==> config.mk <==
export PLATFORM = sky130hd
export DESIGN_NAME = msix_irq_scheduler
export DESIGN_NICKNAME = d
export VERILOG_FILES = /design/src/rtl/pcileech_msix_pkg.sv /design/src/rtl/msix_rr_arbiter.sv /design/src/rtl/msix_irq_scheduler.sv
export SDC_FILE = /design/constraint.sdc
export NUM_CORES = 1
export LEC_CHECK = 0
export ABC_CLOCK_PERIOD_IN_PS = 1700
export CAP_MARGIN = 25
export CORE_UTILIZATION = 55
export CTS_BUF_LIST = sky130_fd_sc_hd__clkbuf_16
export DETAILED_ROUTE_END_ITERATION = 7
export DONT_BUFFER_PORTS = 1
export GPL_TIMING_DRIVEN = 0
export PLACE_DENSITY = 0.75
export SLEW_MARGIN = 20
export SYNTH_ARGS = -nofsm -noshare
export SYNTH_HDL_FRONTEND = slang
export SYNTH_HIERARCHICAL = 1
export SYNTH_SLANG_ARGS = --single-unit
==> constraint.sdc <==
create_clock -name clk -period 1.7 [get_ports clk]
set_clock_uncertainty 0.05 [all_clocks]
set_input_delay 0.085 -clock clk [delete_from_list [all_inputs] [get_ports clk]]
set_output_delay 0.085 -clock clk [all_outputs]
set_load 0.01 [all_outputs]
==> src/rtl/pcileech_msix_pkg.sv <==
// -----------------------------------------------------------------------------
// pcileech_msix_pkg
// Shared definitions for the MSI-X interrupt scheduler:
//   msix_state_e        - scheduler FSM states (IDLE, ISSUE, WAIT_ACK)
//   MSIX_VECTOR_W       - width of the vector number handed to the PCIe core
//   DEFAULT_NUM_VECTORS - default number of scheduled vectors
//   DEFAULT_ACK_TIMEOUT - default acknowledge timeout in cycles
//   msix_idx_width()    - index width for a given vector count (minimum 1)
// -----------------------------------------------------------------------------
package pcileech_msix_pkg;

    typedef enum logic [1:0] {
        ST_IDLE     = 2'd0,
        ST_ISSUE    = 2'd1,
        ST_WAIT_ACK = 2'd2
    } msix_state_e;

    localparam int MSIX_VECTOR_W       = 11;
    localparam int DEFAULT_NUM_VECTORS = 8;
    localparam int DEFAULT_ACK_TIMEOUT = 255;

    // A single-vector build still needs a 1-bit index signal.
    function automatic int msix_idx_width(input int num_vectors);
        return (num_vectors > 1) ? $clog2(num_vectors) : 1;
    endfunction

endpackage

==> src/rtl/msix_rr_arbiter.sv <==
// -----------------------------------------------------------------------------
// msix_rr_arbiter
// Combinational round-robin selector. Picks the lowest eligible index strictly
// above last_grant; if none exists it wraps and picks the lowest eligible index
// overall (which may be last_grant itself when it is the only candidate).
// Ports:
//   eligible    [NUM_VECTORS-1:0] in  - candidate vectors
//   last_grant  [IDX_W-1:0]       in  - most recently completed grant
//   grant       [IDX_W-1:0]       out - selected index (0 when none)
//   grant_valid                   out - high when any vector is eligible
// -----------------------------------------------------------------------------
module msix_rr_arbiter
    import pcileech_msix_pkg::*;
#(
    parameter int NUM_VECTORS = DEFAULT_NUM_VECTORS,
    parameter int IDX_W       = msix_idx_width(NUM_VECTORS)
) (
    input  logic [NUM_VECTORS-1:0] eligible,
    input  logic [IDX_W-1:0]       last_grant,
    output logic [IDX_W-1:0]       grant,
    output logic                   grant_valid
);

    logic [IDX_W-1:0] hi_grant;
    logic             hi_valid;
    logic [IDX_W-1:0] lo_grant;
    logic             lo_valid;

    // Scan downward so the lowest qualifying index is written last and wins.
    always_comb begin
        hi_grant = '0;
        hi_valid = 1'b0;
        lo_grant = '0;
        lo_valid = 1'b0;
        for (int i = NUM_VECTORS - 1; i >= 0; i--) begin
            if (eligible[i]) begin
                lo_grant = IDX_W'(i);
                lo_valid = 1'b1;
                if (IDX_W'(i) > last_grant) begin
                    hi_grant = IDX_W'(i);
                    hi_valid = 1'b1;
                end
            end
        end
    end

    assign grant       = hi_valid ? hi_grant : lo_grant;
    assign grant_valid = lo_valid;

endmodule

==> src/rtl/msix_irq_scheduler.sv <==
// -----------------------------------------------------------------------------
// msix_irq_scheduler
// Collects per-vector interrupt events into a Pending Bit Array and issues them
// one at a time to the PCIe core as MSI-X requests, round-robin across vectors.
// A request stays pending until the core acknowledges it.
//
// Build option: define MSIX_ACK_TIMEOUT_EN to enable the acknowledge timeout.
// With it, a missing ack for ACK_TIMEOUT WAIT_ACK cycles pulses timeout_err and
// the vector is retried; without it the scheduler waits for the ack forever.
//
// Ports:
//   clk                in  - clock, rising edge
//   reset              in  - synchronous active-high reset
//   irq_req            in  - per-vector event pulses
//   vec_mask           in  - per-vector mask bits from the MSI-X table
//   msix_enable        in  - MSI-X Enable capability bit
//   func_mask          in  - Function Mask capability bit
//   msix_interrupt     out - one-cycle request pulse to the core
//   msix_vector        out - vector number, held until the next issue
//   msix_interrupt_ack in  - core acknowledge of the outstanding request
//   pending            out - Pending Bit Array
//   busy               out - high whenever the FSM is not IDLE
//   timeout_err        out - one-cycle pulse on acknowledge timeout
//
// Handshake: a request is offered by a single-cycle msix_interrupt pulse; the
// core completes it with msix_interrupt_ack, which is only honoured while the
// FSM is in WAIT_ACK (acks in IDLE or ISSUE are dropped).
// -----------------------------------------------------------------------------
module msix_irq_scheduler
    import pcileech_msix_pkg::*;
#(
    parameter int NUM_VECTORS = DEFAULT_NUM_VECTORS,
    parameter int ACK_TIMEOUT = DEFAULT_ACK_TIMEOUT
) (
    input  logic                     clk,
    input  logic                     reset,
    input  logic [NUM_VECTORS-1:0]   irq_req,
    input  logic [NUM_VECTORS-1:0]   vec_mask,
    input  logic                     msix_enable,
    input  logic                     func_mask,
    output logic                     msix_interrupt,
    output logic [MSIX_VECTOR_W-1:0] msix_vector,
    input  logic                     msix_interrupt_ack,
    output logic [NUM_VECTORS-1:0]   pending,
    output logic                     busy,
    output logic                     timeout_err
);

    localparam int IDX_W = msix_idx_width(NUM_VECTORS);

    if (NUM_VECTORS < 1 || NUM_VECTORS > 32 || ACK_TIMEOUT < 1 || ACK_TIMEOUT > 65535) begin : g_param_check
        $error("msix_irq_scheduler: NUM_VECTORS or ACK_TIMEOUT out of range");
    end

    msix_state_e              state;
    logic [NUM_VECTORS-1:0]   pending_q;
    logic [IDX_W-1:0]         last_grant;
    logic [IDX_W-1:0]         grant_q;
    logic                     interrupt_q;
    logic [MSIX_VECTOR_W-1:0] vector_q;
    logic                     busy_q;

    logic [NUM_VECTORS-1:0]   eligible;
    logic [IDX_W-1:0]         arb_grant;
    logic                     arb_valid;
    logic                     ack_accept;
    logic [NUM_VECTORS-1:0]   ack_clear;

    assign eligible = (msix_enable && !func_mask) ? (pending_q & ~vec_mask) : '0;

    msix_rr_arbiter #(
        .NUM_VECTORS (NUM_VECTORS),
        .IDX_W       (IDX_W)
    ) u_arb (
        .eligible    (eligible),
        .last_grant  (last_grant),
        .grant       (arb_grant),
        .grant_valid (arb_valid)
    );

    assign ack_accept = (state == ST_WAIT_ACK) && msix_interrupt_ack;
    assign ack_clear  = ack_accept ? (NUM_VECTORS'(1) << grant_q) : '0;

    // New events are OR-ed in after the clear, so an event on the granted
    // vector in the ack cycle leaves it pending and it gets rescheduled.
    always_ff @(posedge clk) begin
        if (reset) begin
            pending_q <= '0;
        end else begin
            pending_q <= (pending_q & ~ack_clear) | irq_req;
        end
    end

`ifdef MSIX_ACK_TIMEOUT_EN
    logic [15:0] ack_cnt;
    logic        timeout_q;
    logic        ack_expired;

    // The counter reaches ACK_TIMEOUT on the edge that ends the last
    // allowed WAIT_ACK cycle; an ack on that same cycle still wins.
    assign ack_expired = (ack_cnt == 16'(ACK_TIMEOUT - 1));
`endif

    always_ff @(posedge clk) begin
        if (reset) begin
            state       <= ST_IDLE;
            last_grant  <= IDX_W'(NUM_VECTORS - 1);
            grant_q     <= '0;
            interrupt_q <= 1'b0;
            vector_q    <= '0;
            busy_q      <= 1'b0;
`ifdef MSIX_ACK_TIMEOUT_EN
            ack_cnt     <= '0;
            timeout_q   <= 1'b0;
`endif
        end else begin
            interrupt_q <= 1'b0;
`ifdef MSIX_ACK_TIMEOUT_EN
            timeout_q   <= 1'b0;
`endif
            case (state)
                ST_IDLE: begin
                    if (arb_valid) begin
                        state       <= ST_ISSUE;
                        grant_q     <= arb_grant;
                        interrupt_q <= 1'b1;
                        vector_q    <= MSIX_VECTOR_W'(arb_grant);
                        busy_q      <= 1'b1;
                    end
                end
                ST_ISSUE: begin
                    state <= ST_WAIT_ACK;
`ifdef MSIX_ACK_TIMEOUT_EN
                    ack_cnt <= '0;
`endif
                end
                ST_WAIT_ACK: begin
                    // Mask or enable changes are ignored here: the message
                    // has already gone out and only the ack completes it.
                    if (msix_interrupt_ack) begin
                        state      <= ST_IDLE;
                        last_grant <= grant_q;
                        busy_q     <= 1'b0;
                    end
`ifdef MSIX_ACK_TIMEOUT_EN
                    else begin
                        ack_cnt <= ack_cnt + 16'd1;
                        if (ack_expired) begin
                            state     <= ST_IDLE;
                            busy_q    <= 1'b0;
                            timeout_q <= 1'b1;
                        end
                    end
`endif
                end
                default: begin
                    state  <= ST_IDLE;
                    busy_q <= 1'b0;
                end
            endcase
        end
    end

    assign msix_interrupt = interrupt_q;
    assign msix_vector    = vector_q;
    assign pending        = pending_q;
    assign busy           = busy_q;
`ifdef MSIX_ACK_TIMEOUT_EN
    assign timeout_err    = timeout_q;
`else
    assign timeout_err    = 1'b0;
`endif

endmodule

==> impl_metrics.ini, run 1 <==
[outcome]
status = complete, but fails checks
violations = hold timing, setup timing

[synth]
synth_enable_flop_cells = 0
synth_top_family_by_area = simple AND/OR/NAND/NOR gates
ys_warn_count = 6
synth.avg_cell_area_um2 = 8.52
synthSimpleGateAreaFrac = 0.338
synth-compound-area-share = 0.213
yosysUniqueCellTypes = 45
synth-xor-area-share = 0
synth-main-ff-cell = dfxtp_1
synthMuxAreaShare = 0.0420
synth_adder_area_share = 0
synthArstFlopShare = 0
ys_ff_latch = 18
yosysSeqAreaShare = 0.302
synth_cells = 140
syn_area_mm2 = 0.00119

[global_routing]
grt_max_degree = 11
grt_use_total = 0.302
first_global_vias = 1188
antenna_found_initial = 0
grt_pass1_wl_um = 5490
grt-ovfl-total = 0

[critical_path]
worstReg2RegEnd = msix_vector[1]
critical-path-top-delay-family = simple AND/OR/NAND/NOR gates
cp_max_fo = 5
cp.required_ps = 1780
crit_chain = nor3b_4, or3b_4, o211ai_1, o31a_1, o31ai_1, nand2b_1, mux2i_1
cp-end-kind = flip-flop
critical_path.max_stage_delay_ps = 430
r2r-start = pending[1]
crit_type = reg2reg
slowest_stage = or3b_4
r2r_cells = 7
critPathArrivalTime_ps = 1880
reg2reg_slack_ps = -100
critPathBufInv = 0
cp-start-kind = flip-flop
crit_start = pending[1]

[clock_network]
clockBufferDepth = 2
clk_latency_ps = 250
cts_buffers = 3
cts_tree = built
clk_pin_slew_ps = 60
ctsHtreeMaxLevel = 1
cts.sink_count = 18
clockRootBuffer = clkbuf_16

[power_and_ir_drop]
p_int_uw = 872
vdd_drop_max_uv = 582
power.share.sequential = 0.416
p_switching_uw = 315
combPwrFrac = 0.170
netSwitchingFraction = 0.266
p_leak_uw = 0.000646
clockPowerShare = 0.414
p_per_area_mw_per_mm2 = 735

[min_path]
holdCritStartpoint = irq_req[4]
hold_end = pending[4]
whs_path_depth = 2
holdCritPathClass = in2reg

[sta]
grt_setup_unrepaired = true
fin_ws_ps = -99.2
finalCriticalPeriod_ps = 1800
maxSlewViolCount = 0
tightest_slew_ps = 532
finalSetupViolCount = 2
final.setup.tns_ps = -186
period_share = 1.06
slew_headroom = 0.645
final_hold_viol_count = 1
hold-worst-slack_ps = -14.4
clock.fmax_mhz = 556

[die]
dieArea_mm2 = 0.00236
die_h_um = 48.6
io-pin-count = 43
core_area_mm2 = 0.00200
rows = 16
start_util = 0.596
die_w_um = 48.6

[cells_and_area]
fillCellCount = 129
syn_to_final_growth_pct = 35.5
regArea_um2 = 373
drive_gt1_frac = 0.367
nets = 188
final_cells = 193
antenna_cells = 0
layout_commonest_cell = buf_4
final_cell_mix = buf_4, nor2_1, dfxtp_1
fin_area_mm2 = 0.00162
multi_input_area_um2 = 880

[placed_design]
dp_cells = 175
dp_hpwl_um = 1930
place.gp.congestion = 0.908
placedInstanceArea_mm2 = 0.00129
port_buffers = 0

[routing]
drt_first_pass_iters = 4
via_count = 1198
drt_iter0_drc = 37
via_per_inst = 6.21
avgRoutedWirePerCell_um = 18.1
drc = 0
ant_nets = 0
routed_wl_um = 3480

[flow_run]
drv_cap = 0
==> worst max path at each step <==
stage	depth (start not counted)	slack [ps]	to
2_1_floorplan	8	-40	msix_vector[0]
3_3_place_gp	8	-300	msix_vector[0]
3_5_place_dp	8	-360	msix_vector[0]
4_1_cts	7	-10	msix_vector[1]
5_1_grt	7	-160	msix_vector[0]
6_report	7	-100	msix_vector[1]
==> power groups by stage <==
stage               Clock (uW)  Sequential, uW  Combinational, uW
global placement             0             495                150
CTS                        479             491                188
finish                     492             494                202
floorplan                    0             490                133
global route               497             498                218
detailed placement           0             497                153
==> metrics by stage <==
stage	setup slack, ps	total power (uW)	hold WS (ps)	util
2_1_floorplan	-44.7	623	207	-
3_3_place_gp	-300	645	213	0.643
3_5_place_dp	-359	650	217	0.643
4_1_cts	-10.7	1160	0.136	0.783
5_1_grt	-162	1210	27.4	0.807
6_report	-99.2	1190	-14.4	0.807
==> synth_stat cells, types with 2 or more instances <==
cell type | n | area (um2)
a211oi_1 | 7 | 52.6
a21oi_1 | 4 | 20.0
and2_2 | 2 | 15.0
and3b_1 | 2 | 17.5
buf_4 | 9 | 67.6
buf_6 | 2 | 22.5
clkbuf_1 | 4 | 15.0
dfxtp_1 | 18 | 360
inv_1 | 3 | 11.3
mux2i_1 | 5 | 50.1
nand2_1 | 4 | 15.0
nand2b_1 | 7 | 43.8
nand3_1 | 2 | 10.0
nand3b_1 | 2 | 15.0
nor2_1 | 16 | 60.1
nor2b_1 | 4 | 25.0
nor3_1 | 3 | 15.0
nor3b_1 | 12 | 90.1
o21ai_0 | 3 | 15.0
o31a_1 | 2 | 17.5
o31ai_1 | 3 | 22.5
o41ai_1 | 2 | 17.5
or3b_1 | 2 | 17.5
==> what timing repair did <==
item,4_1_cts,5_1_grt
setup buffers,5,2
endpoints found under the setup margin,6,6
hold buffers,8,0
gates cloned,0,0
pin swaps,0,2
hold endpoints to repair,9,0
resized for setup,21,11
==> layout make-up <==
| class | instances | area share |
|---|---|---|
| clock inverters | 1 | 0.00232 |
| flip-flops and latches | 18 | 0.231 |
| inverters | 3 | 0.00697 |
| clock buffers | 3 | 0.0465 |
| repair buffers | 15 | 0.0821 |
| plain buffers | 15 | 0.0658 |
| multi-input cells | 111 | 0.545 |
| well taps | 27 | 0.0209 |
==> sequential cells by signal (all words and copies together), names as in the netlist <==
| signal | count |
|---|---|
| msix_interrupt | 1 |
| busy | 1 |
| msix_vector | 3 |
| last_grant | 3 |
| pending | 8 |
| state | 2 |
==> cells by family (layout without fill, tap and decap cells) <==
logic type,count (synthesis),in the layout
AO/OA/AOI/OAI,33,33
buffers and inverters,19,37
flip-flops,18,18
multiplexers,5,5
other,1,9
AND/OR/NAND/NOR,64,64
==> routing by layer <==
| layer | global-route usage | routed length [um] | part of all wire | vias up |
|---|---|---|---|---|
| met3 | 0.0535 | 239 | 0.069 | 23 |
| met1 | 0.333 | 1340 | 0.38 | 547 |
| met2 | 0.531 | 1700 | 0.49 | 85 |
| li1 | - | - | - | 543 |
| met4 | 0.196 | 208 | 0.060 | 0 |
| met5 | 0 | 0 | 0 | - |
Note: power is estimated with default switching activity, not from simulation.
==> run 2, diff against run 1 <==
--- a/config.mk
+++ b/config.mk
@@ -6,12 +6,12 @@
 export NUM_CORES = 1
 export LEC_CHECK = 0
-export ABC_CLOCK_PERIOD_IN_PS = 1700
+export ABC_CLOCK_PERIOD_IN_PS = 2200
 export CAP_MARGIN = 25
-export CORE_UTILIZATION = 55
+export CORE_UTILIZATION = 65
 export CTS_BUF_LIST = sky130_fd_sc_hd__clkbuf_16
 export DETAILED_ROUTE_END_ITERATION = 7
 export DONT_BUFFER_PORTS = 1
 export GPL_TIMING_DRIVEN = 0
-export PLACE_DENSITY = 0.75
+export PLACE_DENSITY = 0.83
 export SLEW_MARGIN = 20
 export SYNTH_ARGS = -nofsm -noshare
==> constraint.sdc (replaced) <==
create_clock -name clk -period 2.2 [get_ports clk]
set_clock_uncertainty 0.05 [all_clocks]
set_input_delay 0.11 -clock clk [delete_from_list [all_inputs] [get_ports clk]]
set_output_delay 0.11 -clock clk [all_outputs]
set_load 0.005 [all_outputs]
==> impl_metrics.ini, run 2 (synthesis gave the netlist of run 1 again) <==
[power_and_ir_drop]
netSwitchingFraction = 0.235
p_switching_uw = 200
combPwrFrac = 0.148
power_uw = 855
vdd_drop_max_uv = 507
p_leak_uw = 0.000535
p_per_area_mw_per_mm2 = 609
p_int_uw = 654
power.share.sequential = 0.435
clockPowerShare = 0.417

[clock_network]
ctsHtreeMaxLevel = 1
clk_pin_slew_ps = 50
cts.sink_count = 18
clockBufferDepth = 2
cts_buffers = 3
clockRootBuffer = clkbuf_16
post-cts-setup-buffer-count = 0
clk_latency_ps = 250
cts_tree = built

[cells_and_area]
largest_reg_flops = 8
final_core_util = 0.813
nets = 179
syn_to_final_growth_pct = 17.7
layout_commonest_cell = dfxtp_1
fin_area_mm2 = 0.00140
antenna_cells = 0
final_cell_mix = dfxtp_1, nor2_1, buf_4, conb_1
drive_gt1_frac = 0.212

[routing]
avgRoutedWirePerCell_um = 16.7
via_per_inst = 6.13
via_count = 1110
ant_nets = 0
drc = 0
drt_first_pass_iters = 4
routed_wl_um = 3030
drt_iter0_drc = 36

[min_path]
holdCritPathClass = in2reg

[sta]
finalCriticalPeriod_ps = 2050
slew_headroom = 0.606
grt_setup_unrepaired = false
finalSetupViolCount = 0
final_hold_viol_count = 3
final.setup.tns_ps = 0
maxSlewViolCount = 0
clock.fmax_mhz = 488
hold-worst-slack_ps = -7.22
tightest_slew_ps = 589
period_share = 0.932

[global_routing]
antenna_found_initial = 0
grt_use_total = 0.318
grt_pass1_wl_um = 4560
first_global_vias = 1061
grt-ovfl-total = 0
grt_max_degree = 11

[die]
start_util = 0.691
dieArea_mm2 = 0.00201
rows = 15
io-pin-count = 43
die_h_um = 44.8
die_w_um = 44.8
core_area_mm2 = 0.00173

[placed_design]
port_buffers = 0
place.gp.congestion = 0.921
placedInstanceArea_mm2 = 0.00125
dp_hpwl_um = 2010

[critical_path]
crit_type = reg2reg
cp.required_ps = 2330
cp_max_fo = 5
cp-start-kind = flip-flop
critPathArrivalTime_ps = 2180
cp-end-kind = flip-flop

[outcome]
violations = hold timing
status = complete, but fails checks

[flow_run]
drv_cap = 0
run 2: area by class of cell:
type | instances | area [um2]
timing repair buffer | 5 | 50.0
inverter | 3 | 11.3
clock buffer | 3 | 75.1
fill | 124 | 323
buffer | 16 | 110
sequential | 18 | 360
tap | 25 | 31.3
multi-input combinational | 111 | 766
run 2: critical path, stage by stage (launching register included):
cell	delay [ps]
dfxtp_1	380
nor3b_1	530
nor2_1	160
nor3_1	190
o31ai_1	110
o31ai_1	320
nand2b_1	110
mux2i_1	140
run 2: routing by layer:
metal,vias up,GRT usage,part of all wire
met5,-,0,0
met4,0,0.152,0.026
met3,10,0.0640,0.065
met2,56,0.565,0.51
met1,522,0.364,0.40
li1,522,-,-
run 2: stage by stage:
step / cells / worst slack [ps]
6_report: 181 / 150
5_1_grt: 181 / 23.5
4_1_cts: 181 / 68.0
3_5_place_dp: 173 / 0.563
3_3_place_gp: 173 / 119
2_1_floorplan: 148 / 365
run 2: worst paths after layout:
check | startpoint | slack, ps | end | cells past startpoint
hold / removal | irq_req[6] | -7 | pending[6] | 2
hold reg to reg | last_grant[2] | 440 | last_grant[2] | 1
setup / recovery | pending[7] | 150 | msix_vector[1] | 7
setup reg to reg | pending[7] | 150 | msix_vector[1] | 7
run 2: power by group through the flow:
stage	Clock [uW]	Combinational, uW	Sequential, uW
CTS	355	121	371
global route	373	137	375
detailed placement	0	113	377
finish	356	127	372
floorplan	0	96.8	372
global placement	0	109	377
run 2: what timing repair did:
action,in CTS,in global routing
hold endpoints to repair,5,0
gates resized for setup,0,5
hold buffers,5,0
endpoints found under the setup margin,0,6
==> run 3, diff against run 2 <==
ABC_CLOCK_PERIOD_IN_PS = not set   (was 2200)
PLACE_DENSITY = not set   (was 0.83)
PLACE_DENSITY_LB_ADDON = 0.08   (was not set)
clock period = 2.4 ns   (was 2.2 ns; I/O delays follow)
==> impl_metrics.ini, run 3 (synthesis gave the netlist of run 1 again) <==
[outcome]
status = complete, but fails checks
violations = hold timing

[clock_network]
cts.sink_count = 18
clk_pin_slew_ps = 50
ctsHtreeMaxLevel = 1
clockBufferDepth = 2
cts_buffers = 3
cts_tree = built
clk_latency_ps = 250
cts_resized = 0
hold_buffers = 4
clockRootBuffer = clkbuf_16
post-cts-setup-buffer-count = 0

[critical_path]
r2r_cells = 7
cp.depth = 7
slowest_stage = nor3b_1
cp.required_ps = 2470
critical-path-top-delay-family = simple AND/OR/NAND/NOR gates
critical_path.max_stage_delay_ps = 510
cp_max_fo = 5
cp-start-kind = flip-flop
crit_chain = nor3b_1, nor2b_2, o21ai_0, and2_1, a311o_1, nand2b_1, mux2i_1
cp-end-kind = flip-flop
critPathBufInv = 0
reg2reg_slack_ps = 280
critPathArrivalTime_ps = 2190
crit_type = reg2reg

[power_and_ir_drop]
vdd_drop_max_uv = 484
p_leak_uw = 0.000527
power_uw = 779
p_per_area_mw_per_mm2 = 568

[cells_and_area]
largest_reg_flops = 8
layout_commonest_cell = dfxtp_1
fillCellCount = 121
nets = 178
antenna_cells = 0
syn_to_final_growth_pct = 15.1
final_cell_mix = dfxtp_1, nor2_1, nor3b_1
drive_gt1_frac = 0.179
final_core_util = 0.795

[global_routing]
grt_max_degree = 11
first_global_vias = 992
antenna_found_initial = 0
grt-ovfl-total = 0
grt_use_total = 0.282
grt_pass1_wl_um = 4170

[placed_design]
port_buffers = 0
dp_hpwl_um = 1890
place.gp.congestion = 0.915

[die]
start_util = 0.691
die_h_um = 44.8
io-pin-count = 43
dieArea_mm2 = 0.00201
die_w_um = 44.8
rows = 15
core_area_mm2 = 0.00173

[sta]
maxSlewViolCount = 0
clock.fmax_mhz = 472
finalCriticalPeriod_ps = 2120
slew_headroom = 0.485
finalSetupViolCount = 0
grt_setup_unrepaired = false
final_hold_viol_count = 1
tightest_slew_ps = 771
period_share = 0.883
hold-worst-slack_ps = -1.15
final.setup.tns_ps = 0

[routing]
routed_wl_um = 2610
drt_iter0_drc = 58
via_per_inst = 6.04
avgRoutedWirePerCell_um = 14.4
via_count = 1093
drt_first_pass_iters = 4
ant_nets = 0
drc = 0

[min_path]
holdCritPathClass = in2reg
whs_path_depth = 2

[flow_run]
drv_cap = 0
==> run 3: path summary, 6_finish.rpt <==
| check | start | endpoint |
|---|---|---|
| setup / recovery | pending[4] | msix_vector[0] |
| hold / removal | irq_req[7] | pending[7] |
| setup reg to reg | pending[4] | msix_vector[0] |
| hold reg to reg | last_grant[2] | last_grant[2] |
==> run 3: metrics by stage <==
stage	area, um2	hold slack [ps]	cells	setup slack [ps]
floorplan	1220	242	148	555
global placement	1250	247	173	303
detailed placement	1250	251	173	262
CTS	1370	0.236	181	324
global route	1370	7.27	181	96.8
finish	1370	-1.15	181	281
==> run 3: where the power goes <==
part           leakage [uW]  total, uW  internal (uW)  switching, uW
clock network     0.0000385        329            221            108
logic              0.000340        110           58.1           52.0
registers          0.000149        340            320           19.7
==> run 3: final cells by class <==
class	count	area, um2	area share
flip-flops and latches	18	360	0.263
well taps	25	31.3	0.0228
clock inverters	1	3.75	0.00273
plain buffers	16	110	0.0802
inverters	3	11.3	0.00820
clock buffers	3	75.1	0.0547
repair buffers	4	40.0	0.0292
multi-input cells	111	741	0.540
==> run 3: metal layers <==
layer  share of wire  up-vias  wire, um  GRT usage
met5               0        -         0          0
met4           0.011        0        29     0.0848
met3           0.085        6       223     0.0560
met2            0.50       67      1300      0.512
met1            0.40      498      1060      0.335
li1                -      522         -          -
